===== src/rtl/status_frame_pkg.sv =====
// status_frame_pkg
// Shared definitions for the motor-board status frame receiver:
//   - frame constants (start-of-frame marker, payload word count, CRC polynomial)
//   - field_e      : order of the 32-bit words inside a frame payload
//   - rx_state_e   : byte receiver states
//   - parser_state_e : frame parser states
//   - crc8_update  : one byte step of CRC-8 (poly 0x07, MSB first, no reflection)
package status_frame_pkg;

    localparam logic [7:0] SOF         = 8'hA5;
    localparam int         FRAME_WORDS = 8;
    localparam logic [7:0] CRC8_POLY   = 8'h07;

    typedef enum logic [2:0] {
        F_ENC0_POS = 3'd0,
        F_ENC1_POS = 3'd1,
        F_ENC0_VEL = 3'd2,
        F_ENC1_VEL = 3'd3,
        F_PHASE1   = 3'd4,
        F_PHASE2   = 3'd5,
        F_PHASE3   = 3'd6,
        F_ERROR    = 3'd7
    } field_e;

    typedef enum logic [1:0] {
        IDLE,
        START,
        DATA,
        STOP
    } rx_state_e;

    typedef enum logic [2:0] {
        HUNT,
        ID,
        PAYLOAD,
        CRC,
        COMMIT
    } parser_state_e;

    function automatic logic [7:0] crc8_update(input logic [7:0] crc, input logic [7:0] data);
        logic [7:0] c;
        c = crc ^ data;
        for (int i = 0; i < 8; i++) begin
            c = c[7] ? ((c << 1) ^ CRC8_POLY) : (c << 1);
        end
        return c;
    endfunction

endpackage


===== src/rtl/status_frame_rx_if.sv =====
// status_frame_rx_if
// Per-motor status bus between the frame receiver and the Avalon register file.
//   encoder0_position .. current_phase3 : signed 32-bit status words, one per motor
//   error_code     : 32-bit error word per motor
//   frame_valid    : one-cycle pulse on each committed frame
//   frame_motor    : motor id of the last committed frame
//   frames_ok      : committed-frame counter (wraps)
//   frames_dropped : discarded-frame counter (wraps)
// Modports: master = receiver (drives), slave = register file (reads).
interface status_frame_rx_if #(
    parameter int NUMBER_OF_MOTORS = 6
);
    logic signed [31:0] encoder0_position [NUMBER_OF_MOTORS];
    logic signed [31:0] encoder1_position [NUMBER_OF_MOTORS];
    logic signed [31:0] encoder0_velocity [NUMBER_OF_MOTORS];
    logic signed [31:0] encoder1_velocity [NUMBER_OF_MOTORS];
    logic signed [31:0] current_phase1    [NUMBER_OF_MOTORS];
    logic signed [31:0] current_phase2    [NUMBER_OF_MOTORS];
    logic signed [31:0] current_phase3    [NUMBER_OF_MOTORS];
    logic        [31:0] error_code        [NUMBER_OF_MOTORS];
    logic               frame_valid;
    logic        [7:0]  frame_motor;
    logic        [15:0] frames_ok;
    logic        [15:0] frames_dropped;

    modport master (
        output encoder0_position, encoder1_position, encoder0_velocity, encoder1_velocity,
        output current_phase1, current_phase2, current_phase3, error_code,
        output frame_valid, frame_motor, frames_ok, frames_dropped
    );

    modport slave (
        input encoder0_position, encoder1_position, encoder0_velocity, encoder1_velocity,
        input current_phase1, current_phase2, current_phase3, error_code,
        input frame_valid, frame_motor, frames_ok, frames_dropped
    );
endinterface


===== src/rtl/status_frame_rx_uart_rx_byte.sv =====
// uart_rx_byte
// 8N1 UART byte receiver with a 2-flop input synchronizer.
//   clk, reset    : system clock, asynchronous active-high reset
//   rx_i          : UART line, idle high, asynchronous to clk
//   byte_data     : last received byte (valid while byte_valid pulses)
//   byte_valid    : one-cycle pulse at mid stop bit of a good byte
//   framing_error : one-cycle pulse at mid stop bit when the stop bit is low
module uart_rx_byte
    import status_frame_pkg::*;
#(
    parameter int CLKS_PER_BIT = 434
) (
    input  logic       clk,
    input  logic       reset,
    input  logic       rx_i,
    output logic [7:0] byte_data,
    output logic       byte_valid,
    output logic       framing_error
);
    localparam int             CW       = $clog2(CLKS_PER_BIT + 1);
    localparam logic [CW-1:0]  HALF_M1  = CW'(CLKS_PER_BIT / 2 - 1);
    localparam logic [CW-1:0]  BIT_M1   = CW'(CLKS_PER_BIT - 1);

    rx_state_e     state;
    logic [CW-1:0] cnt;
    logic [2:0]    bit_idx;
    logic [7:0]    shift;
    logic          rx_meta;
    logic          rx_sync;
    logic          rx_prev;

    // Synchronizer flops reset high so the idle line never looks like a start edge.
    // A start is only a high-to-low transition; a line stuck low after a bad stop
    // bit does not retrigger reception.
    always_ff @(posedge clk or posedge reset) begin
        if (reset) begin
            state         <= IDLE;
            cnt           <= '0;
            bit_idx       <= '0;
            shift         <= '0;
            rx_meta       <= 1'b1;
            rx_sync       <= 1'b1;
            rx_prev       <= 1'b1;
            byte_data     <= '0;
            byte_valid    <= 1'b0;
            framing_error <= 1'b0;
        end else begin
            rx_meta       <= rx_i;
            rx_sync       <= rx_meta;
            rx_prev       <= rx_sync;
            byte_valid    <= 1'b0;
            framing_error <= 1'b0;
            case (state)
                IDLE: begin
                    cnt     <= '0;
                    bit_idx <= '0;
                    if (rx_prev && !rx_sync) state <= START;
                end
                START: begin
                    if (cnt == HALF_M1) begin
                        cnt   <= '0;
                        state <= rx_sync ? IDLE : DATA;
                    end else begin
                        cnt <= cnt + CW'(1);
                    end
                end
                DATA: begin
                    if (cnt == BIT_M1) begin
                        cnt   <= '0;
                        shift <= {rx_sync, shift[7:1]};
                        if (bit_idx == 3'd7) state <= STOP;
                        bit_idx <= bit_idx + 3'd1;
                    end else begin
                        cnt <= cnt + CW'(1);
                    end
                end
                STOP: begin
                    if (cnt == BIT_M1) begin
                        cnt   <= '0;
                        state <= IDLE;
                        if (rx_sync) begin
                            byte_data  <= shift;
                            byte_valid <= 1'b1;
                        end else begin
                            framing_error <= 1'b1;
                        end
                    end else begin
                        cnt <= cnt + CW'(1);
                    end
                end
                default: state <= IDLE;
            endcase
        end
    end
endmodule


===== src/rtl/status_frame_rx.sv =====
// status_frame_rx
// Receives 35-byte status frames (SOF, motor id, 8 little-endian words, CRC-8)
// from the motor boards and commits each good frame atomically into the
// per-motor status arrays on the bus interface.
//   clk, reset : system clock, asynchronous active-high reset
//   rx_i       : UART line, idle high
//   bus        : status_frame_rx_if.master, per-motor status words and counters
// Optional feature macro: STATUS_RX_CRC_EN -- when defined the CRC byte is
// checked and a mismatch drops the frame; otherwise the CRC byte is received
// but ignored and no CRC logic is built.
module status_frame_rx
    import status_frame_pkg::*;
#(
    parameter int NUMBER_OF_MOTORS = 6,
    parameter int CLOCK_FREQ_HZ    = 50_000_000,
    parameter int BAUDRATE         = 115200,
    parameter int TIMEOUT_BITS     = 20
) (
    input  logic              clk,
    input  logic              reset,
    input  logic              rx_i,
    status_frame_rx_if.master bus
);
    localparam int             CLKS_PER_BIT   = CLOCK_FREQ_HZ / BAUDRATE;
    localparam int             TIMEOUT_CYCLES = TIMEOUT_BITS * CLKS_PER_BIT;
    localparam int             TW             = $clog2(TIMEOUT_CYCLES + 1);
    localparam logic [TW-1:0]  TIMEOUT_LIMIT  = TW'(TIMEOUT_CYCLES);
    localparam logic [7:0]     MOTOR_LIMIT    = 8'(NUMBER_OF_MOTORS);

    logic [7:0]    byte_data;
    logic          byte_valid;
    logic          framing_error;

    parser_state_e state;
    logic [7:0]    motor_id;
    logic [4:0]    byte_cnt;
    logic [TW-1:0] timer;
    logic [31:0]   stage [FRAME_WORDS];
    logic          abort;
    logic          crc_bad;

    uart_rx_byte #(
        .CLKS_PER_BIT (CLKS_PER_BIT)
    ) u_rx (
        .clk           (clk),
        .reset         (reset),
        .rx_i          (rx_i),
        .byte_data     (byte_data),
        .byte_valid    (byte_valid),
        .framing_error (framing_error)
    );

    // A byte arriving in the same cycle the gap limit is reached still counts.
    assign abort = framing_error || (timer >= TIMEOUT_LIMIT && !byte_valid);

`ifdef STATUS_RX_CRC_EN
    logic [7:0] crc_run;

    // Running CRC over motor id and payload; seeded fresh by the id byte.
    always_ff @(posedge clk or posedge reset) begin
        if (reset) begin
            crc_run <= '0;
        end else if (byte_valid) begin
            if (state == ID)           crc_run <= crc8_update(8'h00, byte_data);
            else if (state == PAYLOAD) crc_run <= crc8_update(crc_run, byte_data);
        end
    end

    assign crc_bad = (crc_run != byte_data);
`else
    assign crc_bad = 1'b0;
`endif

    // Frame parser. The payload is collected in a staging buffer and only
    // copied to the outputs in COMMIT, so an abandoned frame leaves no trace.
    always_ff @(posedge clk or posedge reset) begin
        if (reset) begin
            state    <= HUNT;
            motor_id <= '0;
            byte_cnt <= '0;
            timer    <= '0;
            for (int w = 0; w < FRAME_WORDS; w++) stage[w] <= '0;
            for (int m = 0; m < NUMBER_OF_MOTORS; m++) begin
                bus.encoder0_position[m] <= '0;
                bus.encoder1_position[m] <= '0;
                bus.encoder0_velocity[m] <= '0;
                bus.encoder1_velocity[m] <= '0;
                bus.current_phase1[m]    <= '0;
                bus.current_phase2[m]    <= '0;
                bus.current_phase3[m]    <= '0;
                bus.error_code[m]        <= '0;
            end
            bus.frame_valid    <= 1'b0;
            bus.frame_motor    <= '0;
            bus.frames_ok      <= '0;
            bus.frames_dropped <= '0;
        end else begin
            bus.frame_valid <= 1'b0;

            if (state == HUNT || byte_valid) timer <= '0;
            else                             timer <= timer + TW'(1);

            case (state)
                HUNT: begin
                    if (byte_valid && byte_data == SOF) state <= ID;
                end
                ID: begin
                    if (abort) begin
                        bus.frames_dropped <= bus.frames_dropped + 16'd1;
                        state              <= HUNT;
                    end else if (byte_valid) begin
                        motor_id <= byte_data;
                        byte_cnt <= '0;
                        state    <= PAYLOAD;
                    end
                end
                PAYLOAD: begin
                    if (abort) begin
                        bus.frames_dropped <= bus.frames_dropped + 16'd1;
                        state              <= HUNT;
                    end else if (byte_valid) begin
                        stage[byte_cnt[4:2]][{byte_cnt[1:0], 3'b000} +: 8] <= byte_data;
                        byte_cnt <= byte_cnt + 5'd1;
                        if (byte_cnt == 5'd31) state <= CRC;
                    end
                end
                CRC: begin
                    if (abort) begin
                        bus.frames_dropped <= bus.frames_dropped + 16'd1;
                        state              <= HUNT;
                    end else if (byte_valid) begin
                        if (motor_id >= MOTOR_LIMIT || crc_bad) begin
                            bus.frames_dropped <= bus.frames_dropped + 16'd1;
                            state              <= HUNT;
                        end else begin
                            state <= COMMIT;
                        end
                    end
                end
                COMMIT: begin
                    for (int m = 0; m < NUMBER_OF_MOTORS; m++) begin
                        if (motor_id == 8'(m)) begin
                            bus.encoder0_position[m] <= stage[F_ENC0_POS];
                            bus.encoder1_position[m] <= stage[F_ENC1_POS];
                            bus.encoder0_velocity[m] <= stage[F_ENC0_VEL];
                            bus.encoder1_velocity[m] <= stage[F_ENC1_VEL];
                            bus.current_phase1[m]    <= stage[F_PHASE1];
                            bus.current_phase2[m]    <= stage[F_PHASE2];
                            bus.current_phase3[m]    <= stage[F_PHASE3];
                            bus.error_code[m]        <= stage[F_ERROR];
                        end
                    end
                    bus.frame_valid <= 1'b1;
                    bus.frame_motor <= motor_id;
                    bus.frames_ok   <= bus.frames_ok + 16'd1;
                    state           <= HUNT;
                end
                default: state <= HUNT;
            endcase
        end
    end
endmodule


===== src/flat_wrapper.sv =====
// flat-port wrapper written by rule: the top's interface ports become plain ports
module status_frame_rx_flat import status_frame_pkg::*;
#(
    parameter int NUMBER_OF_MOTORS = 6,
    parameter int CLOCK_FREQ_HZ    = 50_000_000,
    parameter int BAUDRATE         = 115200,
    parameter int TIMEOUT_BITS     = 20
)
  (clk, reset, rx_i, bus_encoder0_position, bus_encoder1_position, bus_encoder0_velocity, bus_encoder1_velocity, bus_current_phase1, bus_current_phase2, bus_current_phase3, bus_error_code, bus_frame_valid, bus_frame_motor, bus_frames_ok, bus_frames_dropped);
  status_frame_rx_if #(.NUMBER_OF_MOTORS(NUMBER_OF_MOTORS)) bus_i ();
  input  logic clk;
  input  logic reset;
  input  logic rx_i;
  output wire logic [$bits(bus_i.encoder0_position)-1:0] bus_encoder0_position;
  output wire logic [$bits(bus_i.encoder1_position)-1:0] bus_encoder1_position;
  output wire logic [$bits(bus_i.encoder0_velocity)-1:0] bus_encoder0_velocity;
  output wire logic [$bits(bus_i.encoder1_velocity)-1:0] bus_encoder1_velocity;
  output wire logic [$bits(bus_i.current_phase1)-1:0] bus_current_phase1;
  output wire logic [$bits(bus_i.current_phase2)-1:0] bus_current_phase2;
  output wire logic [$bits(bus_i.current_phase3)-1:0] bus_current_phase3;
  output wire logic [$bits(bus_i.error_code)-1:0] bus_error_code;
  output wire logic [$bits(bus_i.frame_valid)-1:0] bus_frame_valid;
  output wire logic [$bits(bus_i.frame_motor)-1:0] bus_frame_motor;
  output wire logic [$bits(bus_i.frames_ok)-1:0] bus_frames_ok;
  output wire logic [$bits(bus_i.frames_dropped)-1:0] bus_frames_dropped;
  assign bus_encoder0_position = {>>{bus_i.encoder0_position}};
  assign bus_encoder1_position = {>>{bus_i.encoder1_position}};
  assign bus_encoder0_velocity = {>>{bus_i.encoder0_velocity}};
  assign bus_encoder1_velocity = {>>{bus_i.encoder1_velocity}};
  assign bus_current_phase1 = {>>{bus_i.current_phase1}};
  assign bus_current_phase2 = {>>{bus_i.current_phase2}};
  assign bus_current_phase3 = {>>{bus_i.current_phase3}};
  assign bus_error_code = {>>{bus_i.error_code}};
  assign bus_frame_valid = bus_i.frame_valid;
  assign bus_frame_motor = bus_i.frame_motor;
  assign bus_frames_ok = bus_i.frames_ok;
  assign bus_frames_dropped = bus_i.frames_dropped;
  status_frame_rx #(.NUMBER_OF_MOTORS(NUMBER_OF_MOTORS), .CLOCK_FREQ_HZ(CLOCK_FREQ_HZ), .BAUDRATE(BAUDRATE), .TIMEOUT_BITS(TIMEOUT_BITS)) u_core (.clk(clk), .reset(reset), .rx_i(rx_i), .bus(bus_i));
endmodule

===== config.mk =====
export PLATFORM = sky130hd
export DESIGN_NAME = status_frame_rx_flat
export DESIGN_NICKNAME = d
export VERILOG_FILES = /design/src/rtl/status_frame_pkg.sv /design/src/rtl/status_frame_rx_if.sv /design/src/rtl/status_frame_rx_uart_rx_byte.sv /design/src/rtl/status_frame_rx.sv /design/src/flat_wrapper.sv
export SDC_FILE = /design/constraint.sdc
export NUM_CORES = 2
export LEC_CHECK = 0
export BUFFER_PORTS_ARGS = -buffer_cell sky130_fd_sc_hd__buf_4
export CAP_MARGIN = 15
export CORE_AREA = 5 5 612 614
export DETAILED_ROUTE_END_ITERATION = 6
export DIE_AREA = 0 0 617 619
export GPL_ROUTABILITY_DRIVEN = 0
export MAX_ROUTING_LAYER = met4
export PLACE_DENSITY_LB_ADDON = 0.25
export SYNTH_ARGS = -nofsm -noshare
export SYNTH_HDL_FRONTEND = slang
export SYNTH_SLANG_ARGS = --single-unit

===== constraint.sdc =====
create_clock -name clk -period 75.1 [get_ports clk]
set_input_delay 0 -clock clk [delete_from_list [all_inputs] [get_ports clk]]
set_output_delay 0 -clock clk [all_outputs]
set_load 0.1 [all_outputs]

==> metrics.log <==
INFO  metric crit_family = simple AND/OR/NAND/NOR gates
INFO  metric place.port_buffers = 1579
INFO  metric grt.total_usage = 19.7%
INFO  metric most_frequently_used_cell_type_in_the_post_synthesis_netlist = sky130_fd_sc_hd__nand2_1
INFO  metric rel_slew_slack = 23.4%
INFO  metric tightest_slew = 1.15 ns
INFO  metric timing.critical_path.fanout_max = 60
INFO  metric avgSynthCellArea = 9.11 um2
INFO  metric worst-endpoint-required = 75.89 ns
INFO  metric timing_hold_violations_final = 0
INFO  metric grt_pass1_vias = 57.5k
INFO  metric ys_warn_count = 0
INFO  metric dr_total_vias = 58.8k
INFO  metric seq_area_frac_synth = 66.7%
INFO  metric setup_violations = 0
INFO  metric pwr_density_cell = 23.2 nW/um2
INFO  metric drc = 0
INFO  metric cts_num_sinks = 1898
INFO  metric fin_setup_tns = 0 ns
INFO  metric crit_share_post_route = 6.95%
INFO  metric fin_nets = 9360
INFO  metric synth_flop_cell = sky130_fd_sc_hd__dfrtp_1
INFO  metric critPathArrivalTime = 6.01 ns
INFO  metric drtIter0Drc = 4637
INFO  metric totalWireLength = 380 mm
INFO  metric cts-htree-levels = 4
INFO  metric synthTopCellsByCount = 4979 x sky130_fd_sc_hd__nand2_1, 1895 x sky130_fd_sc_hd__dfrtp_1, 265 x sky130_fd_sc_hd__o21ai_0
INFO  metric synth_edf_count = 0
INFO  metric seq_cell_area = 47500 um2
INFO  metric critPathMaxStageDelay = 0.74 ns
INFO  metric rsz0062_at_grt = no
INFO  metric clkTransAtPathRegs = 0.06 ns
INFO  metric postSynthCellCount = 7822
INFO  metric hold_path_class = in2async
INFO  metric layout-drive-gt1-share = 22.6%
INFO  metric vdd_ir_drop_max = 0.0000205 V
INFO  metric syn_nets = 7841
INFO  metric first_pass_grt_wire_length = 513 mm
INFO  metric clock_buffer_count_from_cts = 230
INFO  metric placement_rows = 223
INFO  metric cp_slowest_cell = sky130_fd_sc_hd__nor3b_4
INFO  metric worst_setup_path_end_kind = flip-flop
INFO  metric synth_area_leader_cell = sky130_fd_sc_hd__dfrtp_1
INFO  metric chipWidth = 617 um
INFO  metric post_cts.repair.setup_buffers = 0
INFO  metric critPathKind = reg2reg
INFO  metric wire_per_inst = 26.4 um
INFO  metric core-area = 368000 um2
INFO  metric postSynthRegisterBits = 1898
INFO  metric flow.area_growth_from_synthesis = 35.6%
INFO  metric grt_max_degree = 161
INFO  metric detail_route.vias_per_cell = 4.08
INFO  metric skew = 0.0713 ns
INFO  metric crit_path_start_kind = flip-flop
INFO  metric drv.max_cap_violation_count = 0
INFO  metric critical_path.cell_chain = nor3b_4, and4bb_2, nand2_1, nor2_4, buf_4, buf_4, buf_4, nand2_1, nand2_1
INFO  metric final.min_clock_period = 5.22 ns
INFO  metric grt_residual_overflow = 0
INFO  metric die_area = 382000 um2
INFO  metric fp.dieH = 619 um
INFO  metric setup_slack = 69.88 ns
INFO  metric max_freq = 0.192 GHz
INFO  metric status = finished, final reports clean
INFO  metric report.final.slew_viol_count = 0
INFO  metric floorplan.initialDensity = 19.4%
INFO  metric antenna_violating_nets_post_route = 0
INFO  metric synth_area = 71200 um2
INFO  metric pin_count = 1580
INFO  metric drt_first_pass_iters = 5
INFO  metric multi_input_area = 22200 um2
INFO  metric fraction_of_registers_with_async_set_reset = 100%
INFO  metric max_root_sink_buffers = 4
INFO  metric path_buf_inv = 3
INFO  metric dp_slack = 69.95 ns
INFO  metric clk_latency = 0.93 ns
INFO  metric power_leakage = 0.0537 uW
INFO  metric cts_tree = built
INFO  metric post-synth-top-area-fraction = 66.6%
INFO  metric synth.top_cells.by_area = sky130_fd_sc_hd__dfrtp_1 67%, sky130_fd_sc_hd__nand2_1 26%, sky130_fd_sc_hd__o21ai_0 1.9%
INFO  metric antenna_found_initial = 41
INFO  metric yosys.cell_types.count = 43
INFO  metric filler_cell_count = 39.7k
INFO  metric post-dp-hpwl = 268 mm
INFO  metric cts_root_buffer = sky130_fd_sc_hd__clkbuf_16
cells in the final DEF (no fill, tap or decap), drive strengths merged, types with 11 or more instances in the layout:
| master | n |
|---|---|
| diode | 27 |
| bufinv | 24 |
| mux2 | 29 |
| nand2 | 4979 |
| buf | 1675 |
| ha | 16 |
| dfrtp | 1895 |
| xnor2 | 28 |
| nor3 | 14 |
| o21ai | 265 |
| nand3 | 24 |
| clkinvlp | 14 |
| nand4 | 11 |
| xor2 | 21 |
| clkinv | 70 |
| nor2 | 44 |
| inv | 21 |
| clkbuf | 309 |
| and3 | 11 |
routing by layer:
layer / up-vias / wire (um) / GRT usage, %
met5: - / 0 / -
met4: 0 / 14500 / 6.59
met3: 493 / 25000 / 4.34
met2: 1811 / 180000 / 31.6
met1: 29415 / 161000 / 24.7
li1: 27074 / - / -
power breakdown:
part | leakage [uW] | total (uW) | switching, uW | internal (uW)
logic | 0.0233 | 27.2 | 23.8 | 3.34
clock network | 0.00391 | 1180 | 489 | 695
registers | 0.0265 | 1030 | 1.61 | 1020
total | 0.0537 | 2240 | 514 | 1720
state kept, by name, summed over array words and instances (netlist names), 9 cells and up, named ones only:
| name | cells |
|---|---|
| u_core.bus.error_code | 192 |
| u_core.bus.encoder0_velocity | 192 |
| u_core.bus.encoder1_position | 192 |
| u_core.bus.current_phase3 | 192 |
| u_core.bus.frames_ok | 16 |
| u_core.bus.frames_dropped | 16 |
| u_core.bus.encoder0_position | 192 |
| u_core.bus.current_phase2 | 192 |
| u_core.timer | 14 |
| u_core.stage | 256 |
| u_core.bus.encoder1_velocity | 192 |
| u_core.u_rx.cnt | 9 |
| u_core.bus.current_phase1 | 192 |
final cells by class:
class | count | area share, %
Sequential cell | 1898 | 49.2
Multi-Input combinational cell | 5516 | 23.0
Timing Repair Buffer | 1679 | 13.2
Clock buffer | 309 | 6.77
Tap cell | 4837 | 6.27
Clock inverter | 113 | 1.49
Inverter | 16 | 0.0700
Antenna cell | 27 | 0.0700
stage by stage:
stage / cells / total power, uW / hold WS (ns) / cell area [um2] / util (%)
finish: 14395 / 2240 / 0.362 / 96600 / 26.2
global route: 14374 / 2310 / 0.319 / 96500 / 26.2
CTS: 14368 / 2270 / 0.240 / 96500 / 26.2
detailed placement: 13942 / 1070 / 0.111 / 88500 / 24.0
global placement: 13941 / 1070 / 0.110 / 88500 / 24.0
floorplan: 7822 / 1070 / 0.00448 / 71200 / -
worst paths after layout:
path	start	to	slack (ns)	cells past startpoint
max in group asynchronous	reset	u_core.stage[157]$_DFFE_PP0P_	70.89	8
min in group clk	u_core.u_rx.rx_meta$_DFF_PP1_	u_core.u_rx.rx_sync$_DFF_PP1_	0.36	0
max reg2reg	u_core.state[2]$_DFFE_PP0P_	u_core.bus.encoder0_velocity[21]$_DFFE_PP0P_	69.88	9
min	reset	u_core.bus.error_code[190]$_DFFE_PP0P_	0.36	4
max	u_core.state[2]$_DFFE_PP0P_	u_core.bus.encoder0_velocity[21]$_DFFE_PP0P_	69.88	9
min reg2reg	u_core.u_rx.rx_meta$_DFF_PP1_	u_core.u_rx.rx_sync$_DFF_PP1_	0.36	0
logic make-up (layout without fill, tap and decap cells):
| family | after synthesis | in the layout | synth area share [%] |
|---|---|---|---|
| buffers and inverters | 408 | 2117 | 2.42 |
| DFF | 1898 | 1898 | 66.7 |
| other | 0 | 27 | 0 |
| xor gates and xnor gates | 49 | 49 | 0.603 |
| adders and majority gates | 16 | 16 | 0.281 |
| muxes | 29 | 29 | 0.458 |
| AOI/OAI and AO/OA | 284 | 284 | 2.05 |
| and+or+nand+nor | 5138 | 5138 | 27.5 |
worst reg2reg max path, stage by stage (launching register included):
cell and delay [ns]:
sky130_fd_sc_hd__dfrtp_1 0.49, sky130_fd_sc_hd__nor3b_4 0.74, sky130_fd_sc_hd__and4bb_2 0.54, sky130_fd_sc_hd__nand2_1 0.19
sky130_fd_sc_hd__nor2_4 0.72, sky130_fd_sc_hd__buf_4 0.55, sky130_fd_sc_hd__buf_4 0.71, sky130_fd_sc_hd__buf_4 0.79
sky130_fd_sc_hd__nand2_1 0.30, sky130_fd_sc_hd__nand2_1 0.10
what timing repair did:
action / in CTS / in global routing
hold buffers: 4 / 0
hold endpoints to repair: 340 / 0
resized for setup: 0 / 0
setup endpoints to repair: 0 / 0
(Power assumes the default switching activity.)
